===== src/rtl/mnist_frame_ctrl_if.sv =====
// Frame-controller bus: UART RX bytes in, accelerator pixel/result path, UART TX and display out.
// master = frame controller, slave = surrounding system (UART, accelerator, display).
interface mnist_frame_ctrl_if;
  logic [7:0]  rx_byte;
  logic        rx_valid;
  logic        acc_clear;
  logic        acc_valid;
  logic [7:0]  acc_pixel;
  logic [31:0] acc_result;
  logic        acc_result_valid;
  logic [7:0]  tx_data;
  logic        tx_start;
  logic        tx_busy;
  logic [3:0]  disp_num;
  logic        frame_busy;
  logic        err_flag;

  modport master (
    input  rx_byte, rx_valid, acc_result, acc_result_valid, tx_busy,
    output acc_clear, acc_valid, acc_pixel, tx_data, tx_start, disp_num, frame_busy, err_flag
  );

  modport slave (
    output rx_byte, rx_valid, acc_result, acc_result_valid, tx_busy,
    input  acc_clear, acc_valid, acc_pixel, tx_data, tx_start, disp_num, frame_busy, err_flag
  );
endinterface


===== src/rtl/mnist_frame_ctrl.sv =====
// MNIST frame sequencer: sync hunt, pixel forwarding, result wait, one TX byte per frame.
// Pixels reach the accelerator 1 cycle after rx_valid; tx_start waits for tx_busy low. Optional: CHECKSUM_EN.
module mnist_frame_ctrl #(
  parameter int         PIX_NUM         = 784,
  parameter logic [7:0] SYNC_BYTE       = 8'hAA,
  parameter int         RX_TIMEOUT_CYC  = 5_000_000,
  parameter int         RES_TIMEOUT_CYC = 1_000_000,
  parameter logic [7:0] ERR_CODE        = 8'hEE
) (
  input  logic              sys_clk,
  input  logic              sys_rst_n,
  mnist_frame_ctrl_if.master bus
);

  localparam int PIX_W   = (PIX_NUM > 1) ? $clog2(PIX_NUM) : 1;
  localparam int TMR_MAX = (RX_TIMEOUT_CYC > RES_TIMEOUT_CYC) ? RX_TIMEOUT_CYC : RES_TIMEOUT_CYC;
  localparam int TMR_W   = $clog2(TMR_MAX + 1);

  localparam logic [PIX_W-1:0] PIX_LAST = PIX_W'(PIX_NUM - 1);
  localparam logic [TMR_W-1:0] RX_LIM   = TMR_W'(RX_TIMEOUT_CYC - 1);
  localparam logic [TMR_W-1:0] RES_LIM  = TMR_W'(RES_TIMEOUT_CYC - 1);

  typedef enum logic [2:0] {
    S_IDLE,
    S_RECV,
`ifdef CHECKSUM_EN
    S_CHK,
`endif
    S_WAIT_RES,
    S_SEND,
    S_ERR
  } state_t;

  state_t           r_state;
  state_t           w_next;
  logic [PIX_W-1:0] r_pix_cnt;
  logic [TMR_W-1:0] r_tmr;
  logic [7:0]       r_res;
  logic             r_acc_clear;
  logic             r_acc_valid;
  logic [7:0]       r_acc_pixel;
  logic [7:0]       r_tx_data;
  logic [3:0]       r_disp;
  logic             r_err;
  logic             r_ck_bad;

  logic             w_sync;
  logic             w_tx_start;
  logic [7:0]       w_tx_byte;
  logic             w_tmr_clr;
  logic             w_unused_res;

  assign w_unused_res = ^bus.acc_result[31:8];
  assign w_sync       = bus.rx_valid && (bus.rx_byte == SYNC_BYTE);

`ifdef CHECKSUM_EN
  logic [7:0] r_sum;
`else
  assign r_ck_bad = 1'b0;
`endif

  always_ff @(posedge sys_clk or negedge sys_rst_n) begin
    if (!sys_rst_n) r_state <= S_IDLE;
    else            r_state <= w_next;
  end

  always_comb begin
    w_next     = r_state;
    w_tx_start = 1'b0;
    w_tx_byte  = r_res;
    unique case (r_state)
      S_IDLE: begin
        if (w_sync) w_next = S_RECV;
      end
      S_RECV: begin
        // A byte arriving on the expiry cycle takes priority over the timeout.
        if (bus.rx_valid) begin
          if (r_pix_cnt == PIX_LAST) begin
`ifdef CHECKSUM_EN
            w_next = S_CHK;
`else
            w_next = S_WAIT_RES;
`endif
          end
        end else if (r_tmr >= RX_LIM) begin
          w_next = S_ERR;
        end
      end
`ifdef CHECKSUM_EN
      S_CHK: begin
        if (bus.rx_valid)         w_next = S_WAIT_RES;
        else if (r_tmr >= RX_LIM) w_next = S_ERR;
      end
`endif
      S_WAIT_RES: begin
        if (bus.acc_result_valid) begin
          if ((bus.acc_result[7:0] > 8'd9) || r_ck_bad) w_next = S_ERR;
          else                                          w_next = S_SEND;
        end else if (r_tmr >= RES_LIM) begin
          w_next = S_ERR;
        end
      end
      S_SEND: begin
        if (!bus.tx_busy) begin
          w_tx_start = 1'b1;
          w_next     = S_IDLE;
        end
      end
      S_ERR: begin
        w_tx_byte = ERR_CODE;
        if (!bus.tx_busy) begin
          w_tx_start = 1'b1;
          w_next     = S_IDLE;
        end
      end
      default: w_next = S_IDLE;
    endcase
  end

  // Gap/result timer restarts on every state change and on each in-frame byte.
  always_comb begin
    w_tmr_clr = (w_next != r_state) || (r_state == S_IDLE);
    if (bus.rx_valid && (r_state == S_RECV)) w_tmr_clr = 1'b1;
`ifdef CHECKSUM_EN
    if (bus.rx_valid && (r_state == S_CHK))  w_tmr_clr = 1'b1;
`endif
  end

  always_ff @(posedge sys_clk or negedge sys_rst_n) begin
    if (!sys_rst_n) begin
      r_tmr <= '0;
    end else if (w_tmr_clr) begin
      r_tmr <= '0;
    end else if (r_tmr != {TMR_W{1'b1}}) begin
      r_tmr <= r_tmr + 1'b1;
    end
  end

  always_ff @(posedge sys_clk or negedge sys_rst_n) begin
    if (!sys_rst_n) begin
      r_pix_cnt   <= '0;
      r_res       <= '0;
      r_acc_clear <= 1'b0;
      r_acc_valid <= 1'b0;
      r_acc_pixel <= '0;
      r_tx_data   <= '0;
      r_disp      <= '0;
      r_err       <= 1'b0;
    end else begin
      r_acc_clear <= (r_state == S_IDLE) && w_sync;
      r_acc_valid <= (r_state == S_RECV) && bus.rx_valid;
      if ((r_state == S_IDLE) && w_sync) r_pix_cnt <= '0;
      if ((r_state == S_RECV) && bus.rx_valid) begin
        r_acc_pixel <= bus.rx_byte;
        r_pix_cnt   <= r_pix_cnt + 1'b1;
      end
      if ((r_state == S_WAIT_RES) && bus.acc_result_valid) r_res <= bus.acc_result[7:0];
      if (w_tx_start) begin
        r_tx_data <= w_tx_byte;
        if (r_state == S_SEND) begin
          r_disp <= r_res[3:0];
          r_err  <= 1'b0;
        end else begin
          r_err  <= 1'b1;
        end
      end
    end
  end

`ifdef CHECKSUM_EN
  always_ff @(posedge sys_clk or negedge sys_rst_n) begin
    if (!sys_rst_n) begin
      r_sum    <= '0;
      r_ck_bad <= 1'b0;
    end else begin
      if ((r_state == S_IDLE) && w_sync) begin
        r_sum    <= '0;
        r_ck_bad <= 1'b0;
      end
      if ((r_state == S_RECV) && bus.rx_valid) r_sum <= r_sum + bus.rx_byte;
      if ((r_state == S_CHK) && bus.rx_valid)  r_ck_bad <= (bus.rx_byte != r_sum);
    end
  end
`endif

  assign bus.acc_clear  = r_acc_clear;
  assign bus.acc_valid  = r_acc_valid;
  assign bus.acc_pixel  = r_acc_pixel;
  assign bus.tx_start   = w_tx_start;
  // tx_data shows the outgoing byte during the strobe and holds it afterwards.
  assign bus.tx_data    = w_tx_start ? w_tx_byte : r_tx_data;
  assign bus.disp_num   = r_disp;
  assign bus.frame_busy = (r_state != S_IDLE);
  assign bus.err_flag   = r_err;

endmodule

===== src/flat_wrapper.sv =====
// flat-port wrapper written by rule: the top's interface ports become plain ports
module mnist_frame_ctrl_flat 
#(
  parameter int         PIX_NUM         = 784,
  parameter logic [7:0] SYNC_BYTE       = 8'hAA,
  parameter int         RX_TIMEOUT_CYC  = 5_000_000,
  parameter int         RES_TIMEOUT_CYC = 1_000_000,
  parameter logic [7:0] ERR_CODE        = 8'hEE
)
  (sys_clk, sys_rst_n, bus_rx_byte, bus_rx_valid, bus_acc_result, bus_acc_result_valid, bus_tx_busy, bus_acc_clear, bus_acc_valid, bus_acc_pixel, bus_tx_data, bus_tx_start, bus_disp_num, bus_frame_busy, bus_err_flag);
  mnist_frame_ctrl_if bus_i ();
  input  logic sys_clk;
  input  logic sys_rst_n;
  input wire logic [$bits(bus_i.rx_byte)-1:0] bus_rx_byte;
  input wire logic [$bits(bus_i.rx_valid)-1:0] bus_rx_valid;
  input wire logic [$bits(bus_i.acc_result)-1:0] bus_acc_result;
  input wire logic [$bits(bus_i.acc_result_valid)-1:0] bus_acc_result_valid;
  input wire logic [$bits(bus_i.tx_busy)-1:0] bus_tx_busy;
  output wire logic [$bits(bus_i.acc_clear)-1:0] bus_acc_clear;
  output wire logic [$bits(bus_i.acc_valid)-1:0] bus_acc_valid;
  output wire logic [$bits(bus_i.acc_pixel)-1:0] bus_acc_pixel;
  output wire logic [$bits(bus_i.tx_data)-1:0] bus_tx_data;
  output wire logic [$bits(bus_i.tx_start)-1:0] bus_tx_start;
  output wire logic [$bits(bus_i.disp_num)-1:0] bus_disp_num;
  output wire logic [$bits(bus_i.frame_busy)-1:0] bus_frame_busy;
  output wire logic [$bits(bus_i.err_flag)-1:0] bus_err_flag;
  assign bus_i.rx_byte = bus_rx_byte;
  assign bus_i.rx_valid = bus_rx_valid;
  assign bus_i.acc_result = bus_acc_result;
  assign bus_i.acc_result_valid = bus_acc_result_valid;
  assign bus_i.tx_busy = bus_tx_busy;
  assign bus_acc_clear = bus_i.acc_clear;
  assign bus_acc_valid = bus_i.acc_valid;
  assign bus_acc_pixel = bus_i.acc_pixel;
  assign bus_tx_data = bus_i.tx_data;
  assign bus_tx_start = bus_i.tx_start;
  assign bus_disp_num = bus_i.disp_num;
  assign bus_frame_busy = bus_i.frame_busy;
  assign bus_err_flag = bus_i.err_flag;
  mnist_frame_ctrl #(.PIX_NUM(PIX_NUM), .SYNC_BYTE(SYNC_BYTE), .RX_TIMEOUT_CYC(RX_TIMEOUT_CYC), .RES_TIMEOUT_CYC(RES_TIMEOUT_CYC), .ERR_CODE(ERR_CODE)) u_core (.sys_clk(sys_clk), .sys_rst_n(sys_rst_n), .bus(bus_i));
endmodule

===== config.mk =====
export PLATFORM = sky130hd
export DESIGN_NAME = mnist_frame_ctrl_flat
export DESIGN_NICKNAME = d
export VERILOG_FILES = /design/src/rtl/mnist_frame_ctrl_if.sv /design/src/rtl/mnist_frame_ctrl.sv /design/src/flat_wrapper.sv
export SDC_FILE = /design/constraint.sdc
export NUM_CORES = 1
export LEC_CHECK = 0
export ABC_AREA = 1
export CAP_MARGIN = 15
export CORE_ASPECT_RATIO = 1.1
export CORE_MARGIN = 5
export CORE_UTILIZATION = 35
export CTS_BUF_LIST = sky130_fd_sc_hd__clkbuf_2 sky130_fd_sc_hd__clkbuf_4 sky130_fd_sc_hd__clkbuf_8
export CTS_CLUSTER_DIAMETER = 120
export DETAILED_ROUTE_END_ITERATION = 12
export PLACE_DENSITY = 0.56
export SLEW_MARGIN = 40
export SYNTH_ARGS = -nofsm -noshare
export SYNTH_HDL_FRONTEND = slang
export SYNTH_SLANG_ARGS = --single-unit

===== constraint.sdc =====
create_clock -name sys_clk -period 3.5 [get_ports sys_clk]
set_input_delay 0.7 -clock sys_clk [delete_from_list [all_inputs] [get_ports sys_clk]]
set_output_delay 0.7 -clock sys_clk [all_outputs]
set_load 0.02 [all_outputs]

==> flow_summary.json, run 1 <==
{
  "status": "complete, no violations",
  "grt_overflow_total": 0,
  "cts_max_path_buffers": 2,
  "crit_top_cell": "clkdlybuf4s50_1",
  "critPathMaxFanout": 8,
  "die_area_um2": 12100,
  "cp_data_required_time_ns": 2.80,
  "wire_per_inst_um": 12.7,
  "fin_setup_tns_ns": 0,
  "placed_cell_area_um2": 4090,
  "r2r_start": "u_core.r_tmr[1]",
  "ctsHoldBuffers": 0,
  "crit_chain": "clkdlybuf4s50_1 > nor2_1 > a21oi_1 > clkinv_1 > o22a_1 > clkdlybuf4s50_1",
  "ios": 70,
  "total_power_mw": 2.03,
  "start_util": 0.357,
  "yosysSeqAreaShare": 0.477,
  "hold_viol": 0,
  "core_area_um2": 9840,
  "via_per_inst": 4.73,
  "syn_avg_cell_area_um2": 7.62,
  "dp_hpwl_um": 6030,
  "crit_start": "bus_tx_busy",
  "tightest_slew_ns": 0.633,
  "intPower_mw": 1.45,
  "clock_sinks": 67,
  "p_seq_frac": 0.455,
  "cp.arrival_ns": 2.56,
  "cts_tree": "built",
  "cpMaxStageDelayCell": "clkdlybuf4s50_1",
  "power_density_nw_per_um2": 469,
  "vdd_drop_max_v": 0.000236,
  "clkPwrFrac": 0.362,
  "yosys_warnings": 0,
  "htree_levels": 3,
  "cts_inserted_buffers": 9,
  "skew_ns": 0.00585,
  "grt_pass1_wl_um": 14100,
  "synth_cell_types": 37,
  "cts_resized": 0,
  "maxSlewHeadroom": 0.577,
  "gp_congestion": 0.863,
  "area_growth_pct": 22.9,
  "clkTransAtPathRegs_ns": 0.08,
  "power_frac_comb": 0.183,
  "drt_pass1_iterations": 4,
  "syn-num-nets": 508,
  "max_freq_mhz": 307,
  "core.rowCount": 38,
  "die_w_um": 106,
  "finalWirelength_um": 8060,
  "io_buffers": 45,
  "cp-start-kind": "input port",
  "dpl_worst_slack_ns": 0.173,
  "timing.hold.ws_ns": 0.285,
  "drt-initial-drc-count": 103,
  "grt_pass1_vias": 3063,
  "ys_seq_elements": 67,
  "finalNetCount": 559,
  "drcViolationCount": 0,
  "vias": 3010,
  "grt_start_max_net_pins": 32,
  "slew_viol_final": 0,
  "drive_gt1_frac": 0.0754,
  "n_antenna_cell": 0,
  "end_kind": "output port",
  "rsz0062_at_grt": "false",
  "root_buffer": "clkbuf_8",
  "final_antenna_net_count": 0,
  "chipHeight_um": 115,
  "p_leak_nw": 2.00,
  "critPathMaxStageDelay_ns": 0.54,
  "clock_latency_ns": 0.34,
  "max_cap_viol_count": 0,
  "crit_type": "input port to output port",
  "period_share": 0.932,
  "netlist_area_um2": 3510,
  "swShare": 0.285,
  "track_usage": 0.143,
  "syn_inst": 461,
  "hp-class": "input port to asynchronous set/reset pin",
  "min_period_ns": 3.26,
  "fin_ws_ns": 0.238,
  "setup_viol": 0,
  "antenna_found_initial": 0,
  "finish.instance_area_um2": 4320,
  "power_switching_mw": 0.578,
  "cts_setup_buffers": 0
}
final timing paths:
kind	to	slack (ns)	cells after the start
max in group asynchronous	u_core.r_pix_cnt[7]	2.56	2
min in group sys_clk	u_core.bus.acc_pixel[5]	0.48	2
max reg2reg	u_core.r_tmr[17]	1.30	13
max	bus_tx_data[7]	0.24	6
min reg2reg	u_core.bus.acc_pixel[5]	0.48	2
min	u_core.r_tmr[8]	0.28	1
power groups by stage:
stage               sequential [mW]  combinational (mW)  clock, mW
finish                        0.922               0.371      0.735
global route                  0.931               0.410      0.794
CTS                           0.920               0.377      0.763
detailed placement            0.933               0.378          0
global placement              0.933               0.371          0
floorplan                     0.976               0.151          0
logic make-up after synthesis:
family / Yosys count / synth area share
AOI/OAI and AO/OA: 47 / 0.0769
xor gates and xnor gates: 11 / 0.0274
adders and majority gates: 2 / 0.00712
buffers and inverters: 69 / 0.0791
DFF: 67 / 0.477
muxes: 1 / 0.00285
and+or+nand+nor: 264 / 0.329
worst max-delay path, delay by kind of cell:
kind / cells / cell delay [ns]
AO/OA/AOI/OAI: 2 / 0.46
buffers and inverters: 3 / 1.32
AND/OR/NAND/NOR: 1 / 0.07
cell type report:
| type | count | area, um2 |
|---|---|---|
| Multi-Input combinational cell | 325 | 1560 |
| Clock inverter | 6 | 88.8 |
| Sequential cell | 67 | 1680 |
| Timing Repair Buffer | 50 | 485 |
| Tap cell | 120 | 150 |
| Clock buffer | 10 | 138 |
| Fill cell | 1014 | 5520 |
| Inverter | 59 | 221 |
sequential cells by signal, summed over array words and instances (netlist names):
register / flops
u_core.bus.disp_num: 4
u_core.bus.err_flag: 1
u_core.bus.acc_pixel: 8
u_core.bus.acc_clear: 1
u_core.r_tmr: 23
u_core.bus.acc_valid: 1
u_core.r_pix_cnt: 10
u_core.r_res: 8
u_core.r_state: 3
u_core.r_tx_data: 8
through the flow:
stage                     cells   util
after floorplan             461      -
after global placement      621  0.416
after detailed placement    621  0.416
after CTS                   637  0.439
after global routing        637  0.439
final                       637  0.439
routing by layer:
| metal | track usage | up-vias | part of all wire |
|---|---|---|---|
| li1 | - | 1578 | - |
| met4 | 0.0535 | 0 | 0.013 |
| met2 | 0.244 | 23 | 0.50 |
| met5 | 0 | - | 0 |
| met3 | 0.0253 | 8 | 0.023 |
| met1 | 0.181 | 1401 | 0.46 |
synthesized netlist by cell type:
library cell  number  area share
nand4_2            1      0.0036
ha_1               2      0.0071
nand3b_1           1      0.0021
nand4_1           14       0.025
nor3_2             1      0.0028
xor2_1            11       0.027
o22ai_1            1      0.0018
o21ai_0           25       0.036
buf_2              3      0.0043
nor2_1            92       0.098
nor3_4             1      0.0046
a31o_2             1      0.0025
and3_1             1      0.0018
a21oi_1           10       0.014
nand3_2            1      0.0028
nor4_1             5      0.0089
inv_2              3      0.0032
dfrtp_1           67        0.48
nor4_2             2      0.0071
nand2_1          107        0.11
o32ai_1            2      0.0050
nor2_2             4      0.0071
mux2i_1            1      0.0028
nand2_2            3      0.0053
inv_1             54       0.058
clkbuf_1           4      0.0043
o21bai_1           1      0.0021
clkinv_1           2      0.0021
nor3_1             4      0.0057
o22a_1             3      0.0075
a22oi_1            1      0.0021
a22o_1             1      0.0025
buf_4              2      0.0043
nor3b_1            2      0.0043
a31oi_1            2      0.0036
nand3_1           25       0.036
buf_6              1      0.0032
placed cells by master (no fill, tap or decap), types with 2 or more instances in the layout:
cell type	n
nand2_1	107
nor2_1	92
dfrtp_1	67
inv_1	54
clkdlybuf4s50_1	44
nand3_1	25
o21ai_0	25
nand4_1	14
xor2_1	11
a21oi_1	10
clkbuf_8	10
buf_4	6
nor4_1	5
nor2_2	4
nor3_1	4
inv_2	3
o22a_1	3
nand2_2	3
clkinv_1	2
nor3b_1	2
a31oi_1	2
nor4_2	2
o32ai_1	2
ha_1	2
clkinvlp_4	2
bufinv_16	2
Power figures use the tool's default switching activity.
==> run 2: changes to the inputs <==
--- a/config.mk
+++ b/config.mk
@@ -12,6 +12,7 @@
 export CORE_UTILIZATION = 35
 export CTS_BUF_LIST = sky130_fd_sc_hd__clkbuf_2 sky130_fd_sc_hd__clkbuf_4 sky130_fd_sc_hd__clkbuf_8
 export CTS_CLUSTER_DIAMETER = 120
+export CTS_CLUSTER_SIZE = 20
 export DETAILED_ROUTE_END_ITERATION = 12
 export PLACE_DENSITY = 0.56
 export SLEW_MARGIN = 40
==> results of run 2 <==
No change in the layout: final DEF, timing and power equal those of run 1.
==> variant 1: new RTL, settings of run 1 <==
Re-encode `state_t` (5 states) as Gray code, 3 bits wide.
--- a/src/rtl/mnist_frame_ctrl.sv
+++ b/src/rtl/mnist_frame_ctrl.sv
@@ -23,4 +23,4 @@
   typedef enum logic [2:0] {
-    S_IDLE,
-    S_RECV,
+    S_IDLE     = 3'b000,
+    S_RECV     = 3'b001,
 `ifdef CHECKSUM_EN
@@ -28,5 +28,5 @@
 `endif
-    S_WAIT_RES,
-    S_SEND,
-    S_ERR
+    S_WAIT_RES = 3'b011,
+    S_SEND     = 3'b010,
+    S_ERR      = 3'b110
   } state_t;
Formal check against the unedited RTL: same outputs for any inputs over 10 cycles, from zero or initial values and one cycle with sys_rst_n low; not proved beyond that.
==> variant 1 against run 1 <==
  * Routed wire length grew 0.50%
  * Worst hold slack gained 0.015 ns
  * Critical path depth grew 2
  * Combinational power grew 94%
  * Final cell count grew 4.2%
  * Area after synthesis grew 3.9%
  * Non-clock buffer count grew 1
  * Count of clock-buffer cells in the layout grew 2
  * Power grew 16%
  * Clock skew grew 0.0014 ns
  * Setup slack gained 0.018 ns
  * Sequential cell count is the same
  * Design area grew 2.8%
  * Largest cell class is now multi-input combinational cells
  * Highest routed layer unchanged
==> variant 1: results <==
[final_layout]
nFillCells = 1045
design_area_um2 = 4440
drive_above_1_share_pct = 14.8
nets = 563
num_antenna_cells = 0

[route]
routedWlPerCell_um = 12.2
drt_iter0_markers = 109
first_pass_iters = 4
via_per_inst = 4.69
vias = 3115

[placement]
hpwl_mm = 6.08
place_inst = 648
place_ws_ns = 0.256
place_area_um2 = 4260
gp_congestion = 0.822

[synth]
synthArstFlopShare_pct = 100
yosys-top-cells-area = "dfrtp_1, nand2_1, nor2_1, inv_1, nor2_2"
synth_warnings = 0
synth.avg_cell_area_um2 = 7.89
ys.flop_type = "dfrtp_1"
synthDominantCellAreaShare_pct = 45.9
yosysSeqAreaShare_pct = 45.9
synth_nets = 510
synth_cell_types = 36
synth_common_cells = "nand2_1, nor2_1, dfrtp_1"

[global_routing]
grt_pass1_wl_mm = 14.2
antenna_found_initial = 0
grt_usage_pct = 14.2
grt_max_degree = 40

[power_and_ir_drop]
ir_worst_vdd_mv = 0.194
cellLeakagePower_nw = 2.05

[sta]
fin_skew_ns = 0.00724
slew_headroom_pct = 52.9
whs_ns = 0.299
setup_viol = 0

[min_path]
hp-class = "input pin to asynchronous set/reset pin"

[setup_path]
cpPeakStageDelay_ns = 0.64
arrival_ns = 2.54
r2r_cells = 14
r2r_slack_ns = 1.14
worstReg2RegEnd = "u_core.r_tmr[2]"
r2r_start = "u_core.r_tmr[0]"
cp_max_fo = 8

[run_status]
status = "complete, no violations"

[clock_tree]
root_buffer = "clkbuf_8"
## variant 1: cell types whose count changed after synthesis, sizes merged, moves of 2 or more
cell    change
nand3       +9
o21ai       -5
mux2        +3
nand4       -3
nor2        +3
clkbuf      -2
nand2       -2
nor3b       -2
nor4        -2
## variant 1: layer usage
metal,global-route usage [%],part of all wire [%],vias to the layer above,wire (um)
met3,3.51,3.6,13,293
met2,24.0,50,49,4070
met1,17.5,44,1477,3590
li1,-,-,1576,-
met5,0,0,-,0
met4,5.89,1.7,0,138
## variant 1: layout make-up
type / instances / share of cell area [%]
clock buffers: 12 / 3.58
clock inverters: 4 / 0.564
inverters: 59 / 5.02
multi-input cells: 328 / 37.9
flip-flops and latches: 67 / 37.8
well taps: 143 / 4.03
repair buffers: 51 / 11.1
## variant 1: cell families after synthesis
group	count (synthesis)	synth area share, %
XOR/XNOR	13	3.12
flip-flops	67	45.9
multiplexers	5	1.47
AO/OA/AOI/OAI	41	6.51
AND/OR/NAND/NOR	267	34.3
buffers and inverters	68	7.95
adder cells (fa/ha/maj)	2	0.685
## variant 1: worst max-delay path by stage
stage | from | end | slack (ns) | cells past startpoint
after floorplan | bus_tx_busy | bus_tx_data[5] | 1.04 | 5
after global placement | bus_tx_busy | bus_tx_data[2] | 0.29 | 8
after detailed placement | bus_tx_busy | bus_tx_data[2] | 0.26 | 8
after CTS | bus_tx_busy | bus_tx_data[2] | 0.24 | 8
after global routing | bus_tx_busy | bus_tx_data[2] | 0.08 | 8
final | bus_tx_busy | bus_tx_data[2] | 0.26 | 8
## variant 1: where the power goes
part | switching [mW] | internal [mW] | total (mW)
sequential | 0.0931 | 0.930 | 1.02
clock | 0.299 | 0.301 | 0.600
combinational | 0.395 | 0.327 | 0.721
==> variant 2: new RTL, config.mk and constraints of run 1 <==
Made on the original files. Build with the macro `CHECKSUM_EN` defined.
--- a/src/rtl/mnist_frame_ctrl.sv
+++ b/src/rtl/mnist_frame_ctrl.sv
@@ -2,2 +2,4 @@
 // Pixels reach the accelerator 1 cycle after rx_valid; tx_start waits for tx_busy low. Optional: CHECKSUM_EN.
+`define CHECKSUM_EN
+
 module mnist_frame_ctrl #(
Check against the original RTL: no difference found for any inputs over 10 cycles, from zero or initial values and one cycle with sys_rst_n low; that may be too few to reach the edited logic, so the function may still have changed.
==> variant 2 against run 1 <==
  * First-iteration DRC count rose to 2.7 times the old value
  * Fmax is 1.8% higher
  * Setup slack improved by 0.057 ns
  * Register-to-register slack worse by 0.02 ns
  * Design area rose by 21%
  * Routed wire length up 18%
  * Area after synthesis increased by 24%
  * Largest cell class is now multi-input combinational cells
  * Sequential cell count rose by 9
  * Die area up 21%
  * Clock power increased by 15%
  * Power grew 15%
==> variant 2: results <==
[setup_path]
cp_max_fo = 10
arrival_ns = 2.50

[synth]
synth_common_cells = "nand2_1, dfrtp_1, nor2_1"
synth_cell_types = 44
yosys-top-cells-area = "dfrtp_1, nand2_1, nor2_4, nor2_1, inv_1"
synth_warnings = 0
yosysSeqAreaShare_pct = 43.8
synth_nets = 581

[placement]
place_area_um2 = 4980
hpwl_mm = 6.91
place_ws_ns = 0.282

[sta]
slew_headroom_pct = 53.8
fin_skew_ns = 0.00938

[power_and_ir_drop]
cellLeakagePower_nw = 2.35
ir_worst_vdd_mv = 0.243

[route]
drt_iter0_markers = 283
via_per_inst = 4.74
routedWlPerCell_um = 12.9

[global_routing]
grt_max_degree = 77
grt_usage_pct = 13.8
grt_pass1_vias = 3464
grt_pass1_wl_mm = 16.2

[final_layout]
nets = 632
drive_above_1_share_pct = 15.1
nFillCells = 1222

[clock_tree]
worstSkewPairLatency_ns = 0.37

[run_status]
status = "complete, no violations"
variant 2: changes by cell type in the layout (fill, tap and decap cells not counted), sizes merged, moves of 3 or more:
cell / before / now
nand2: 110 / 127
nand3: 26 / 37
dfrtp: 67 / 76
ha: 2 / 9
nor4: 7 / 1
o21ai: 25 / 31
nor2: 96 / 101
nor3: 6 / 11
mux2: 0 / 4
nand4: 15 / 11
xnor2: 0 / 3
variant 2: through the flow:
step | cells | hold slack [ns]
detailed placement | 720 | 0.458
floorplan | 526 | 0.404
CTS | 736 | 0.384
global placement | 720 | 0.455
global route | 736 | 0.391
finish | 736 | 0.344
variant 2: layer usage:
layer	track usage [%]	wire length (um)
met1	17.3	4420
met3	4.00	443
met4	4.30	143
met2	22.8	4480
met5	0	0
variant 2: critical path, cell delays in order:
cell and delay (ns):
clkdlybuf4s50_1 0.47, nor2_1 0.17, clkinv_1 0.29, o22a_1 0.33, clkdlybuf4s50_1 0.55
variant 2: cell type report:
class	instances	area (um^2)	share of cell area, %
clock buffers	9	124	2.37
flip-flops and latches	76	1900	36.4
repair buffers	51	509	9.74
multi-input cells	381	2160	41.3
clock inverters	7	123	2.35
inverters	58	218	4.16
well taps	154	193	3.69
variant 2: worst paths after layout:
check / startpoint / to / slack [ns] / cells after the start
worst min-delay path: sys_rst_n / u_core.r_tx_data[6] / 0.34 / 1
min in group sys_clk: u_core.bus.disp_num[0] / u_core.bus.disp_num[0] / 0.47 / 2
worst max register to register: u_core.r_tmr[0] / u_core.r_tmr[16] / 1.28 / 12
worst max-delay path: bus_tx_busy / bus_tx_data[7] / 0.30 / 5
worst min register to register: u_core.bus.disp_num[0] / u_core.bus.disp_num[0] / 0.47 / 2
max in group asynchronous: sys_rst_n / u_core.r_sum[2] / 2.67 / 1
variant 2: power breakdown:
| group | switching (mW) | total, mW | internal (mW) |
|---|---|---|---|
| logic | 0.266 | 0.462 | 0.196 |
| clock network | 0.365 | 0.843 | 0.478 |
| registers | 0.0589 | 1.03 | 0.972 |
| total | 0.690 | 2.34 | 1.65 |
variant 2: kinds of logic after synthesis:
logic type	count (synthesis)	synth area share, %
mux	5	1.27
flops	76	43.8
compound gates	60	8.21
buf+inv	69	6.59
simple gates	291	34.1
fa+ha+maj	10	3.05
xor+xnor	15	3.02
